`src/rtl/axi_ad9364_chk_cmp.sv`:
```
// Per-channel comparator: flags whether one I/Q pair equals pattern phase A or phase B.
module axi_ad9364_chk_cmp #(
  parameter logic [11:0] PAT_IA = 12'o2064,
  parameter logic [11:0] PAT_QA = 12'o1753,
  parameter logic [11:0] PAT_IB = 12'o4402,
  parameter logic [11:0] PAT_QB = 12'o1337
) (
  input  logic [11:0] data_i,
  input  logic [11:0] data_q,
  output logic        match_a,
  output logic        match_b
);

  assign match_a = (data_i == PAT_IA) && (data_q == PAT_QA);
  assign match_b = (data_i == PAT_IB) && (data_q == PAT_QB);

endmodule

```
`config.mk`:
```
export PLATFORM = sky130hd
export DESIGN_NAME = axi_ad9364_chk_cmp
export DESIGN_NICKNAME = d
export VERILOG_FILES = /design/src/rtl/axi_ad9364_chk_cmp.sv
export SDC_FILE = /design/constraint.sdc
export NUM_CORES = 1
export LEC_CHECK = 0
export CAP_MARGIN = 10
export CELL_PAD_IN_SITES_DETAIL_PLACEMENT = 1
export CELL_PAD_IN_SITES_GLOBAL_PLACEMENT = 1
export CORE_AREA = 2 2 39 41
export DETAILED_ROUTE_END_ITERATION = 16
export DIE_AREA = 0 0 41 43
export PLACE_DENSITY_LB_ADDON = 0.1
export SLEW_MARGIN = 20
export SYNTH_ARGS = -nofsm -noshare
export SYNTH_HDL_FRONTEND = slang
export SYNTH_SLANG_ARGS = --single-unit
```
`constraint.sdc`:
```
create_clock -name vclk -period 6.75
set_clock_uncertainty 0.2 [all_clocks]
set_input_delay 1.35 -clock vclk [all_inputs]
set_output_delay 1.35 -clock vclk [all_outputs]
set_load 0.03 [all_outputs]
```
==> results of run 1 <==
[synth_stat cells, drive strengths merged]
master  instances  area [µm²]
nand2           1       3.750
nand3           1       5.000
nand4           1       6.260
nand4b          2       17.52
nor4            2       25.02
or3             1       6.260
or3b            1       8.760
or4             3       26.27
or4b            1       10.01
[per-layer routing]
layer	vias to the layer above	global-route usage, %	wire length [µm]	share of wire (%)
li1	113	-	-	-
met1	98	6.646	196	32
met2	22	11.88	286	47
met3	0	1.047	125	21
met4	0	0	0	0
met5	-	0	0	0
[where the power goes]
part | internal, mW | switching (mW)
clock | 0 | 0
combinational | 0.0132 | 0.00309
sequential | 0 | 0
[final timing paths]
kind	startpoint	endpoint	slack, ns
min	data_q[5]	match_a	3.64
max	data_i[0]	match_a	1.42
[through the flow]
stage	cell area, µm²	util (%)
2_1_floorplan	108.9	-
3_3_place_gp	389.1	28.12
3_5_place_dp	389.1	28.12
4_1_cts	389.1	28.12
5_1_grt	389.1	28.12
6_report	389.1	28.12
[worst max-delay path, cell delays in order]
cell	delay, ns
clkdlybuf4s50_1	0.39
or4_1	0.51
or4_4	0.54
nor4_2	0.27
clkdlybuf4s50_1	0.71
[area by class of cell]
type	instances	share of cell area (%)
multi-input cells	13	27.97
well taps	16	5.145
repair buffers	26	66.88
[kinds of logic after synthesis]
| family | Yosys count | share of synthesized area (%) |
|---|---|---|
| AND/OR/NAND/NOR | 13 | 100.0 |
==> impl_metrics.csv, run 1 <==
group,metric,value,unit
floorplanning,coreArea,1384,µm²
global_route,grt.overflow.total,0,
global_route,track_usage,6.094,%
clock_tree,postCtsHoldBufs,0,
final_layout,syn2layout_area_growth,257.5,%
final_layout,seq_cell_count,0,
floorplanning,rows,14,
worst_setup_path,cp.required,5.20,ns
sta,relSlewSlack,79.01,%
final_layout,drive_above_1_share,12.82,%
floorplanning,dieWidth,41,µm
detailed_routing,dr_total_vias,233,
global_route,grt_pass1_wl,800,µm
worst_setup_path,crit_type,"input port to primary output",
sta,layout_min_cycle_time,5.327,ns
synthesis,ys_warn_count,0,
final_layout,fillers,159,
sta,fmax,187.7,MHz
status,status,"completed",
place,routabilityCongestion,0.6116,
worst_hold_path,hold_class,"input port to primary output",
place,numPortBuffers,26,
floorplanning,dieArea,1763,µm²
place,place_inst,55,
final_layout,layout_commonest_cell,"clkdlybuf4s50_1",
global_route,grt_max_degree,3,
global_route,grt_pass1_vias,224,
worst_setup_path,cp.arrival,3.78,ns
clock_tree,post_cts_resized,0,
floorplanning,pin_count,26,
floorplanning,initial_utilization,7.866,%
synthesis,ys_seq_area_share,0,%
worst_setup_path,cp_max_fo,2,
sta,finalSetupTns,0,ns
power,power.density,41.85,nW/µm²
sta,hold_slack,3.638,ns
final_layout,clock_buffers,0,
place,dp_hpwl,579.3,µm
sta,setup_ws,1.423,ns
power,p_leak,0.1156,nW
detailed_routing,wl,608,µm
detailed_routing,drt-vias-per-instance,4.236,
power,ir_drop,0.01185,mV
final_layout,final_cell_mix,"26 x clkdlybuf4s50_1, 2 x or4_1, 2 x nand4b_1, 2 x nor4_2",
synthesis,synth_cell_types,10,
worst_setup_path,end_kind,"primary output",
final_layout,num-nets-final,65,
clock_tree,cts_setup_buffers,0,
floorplanning,die_h,43,µm
detailed_routing,ant_nets,0,
sta,hold_viol_final,0,
synthesis,avgSynthCellArea,8.373,µm²
worst_setup_path,worst_setup_path_start_kind,"input port",
detailed_routing,dr.pass1.iters,3,
sta,finalSetupViolations,0,
place,post-place-ws,1.403,ns
power,p_total,0.01629,mW
final_layout,register_area,0,µm²
sta,timing.final.crit_share,78.92,%
sta,slew_viol_final,0,
synthesis,syn_nets,37,
final_layout,multiInputGateArea,108.9,µm²
synthesis,synthCells,13,
synthesis,synth_area,108.9,µm²
global_route,antenna_found_initial,0,
sta,worst_slew_pin_slew,0.3139,ns
sta,rsz0062_at_grt,"no",
detailed_routing,dr.first_iter.drc_count,1,
final_layout,finalNonFillerCells,55,
run,maxCapViolCount,0,
detailed_routing,wire_per_inst,11.05,µm
final_layout,antennaDiodeCount,0,
worst_hold_path,hold-path-cell-count,4,
detailed_routing,drcViolationCount,0,
No activity file was read; power rests on OpenSTA's default activity.
==> inputs of run 2 (changes only) <==
Clock period 6.75 ns to 5.6 ns, I/O delays scaled along.
==> results of run 2 <==
Same layout as run 1 (identical final DEF). Status: completed.
Among the figures that moved: setup slack after placement 1.403 ns -> 0.7125 ns; setup slack after layout 1.423 ns -> 0.7329 ns; hold slack 3.638 ns -> 3.178 ns; total power 0.01629 mW -> 0.01963 mW; worst IR drop on VDD 0.01185 mV -> 0.01428 mV
==> inputs of run 3 (changes only) <==
--- a/config.mk
+++ b/config.mk
@@ -14,3 +14,2 @@
 export PLACE_DENSITY_LB_ADDON = 0.1
-export SLEW_MARGIN = 20
 export SYNTH_ARGS = -nofsm -noshare
--- a/constraint.sdc
+++ b/constraint.sdc
@@ -4,2 +4,2 @@
 set_output_delay 1.12 -clock vclk [all_outputs]
-set_load 0.03 [all_outputs]
+set_load 0.02 [all_outputs]
==> results of run 3 <==
Same layout as run 1 (identical final DEF). Status: completed.
Among the figures that moved: setup slack after placement 1.403 ns -> 0.7791 ns; setup slack after layout 1.423 ns -> 0.7994 ns; hold slack 3.638 ns -> 3.123 ns; total power 0.01629 mW -> 0.01963 mW; worst IR drop on VDD 0.01185 mV -> 0.01428 mV
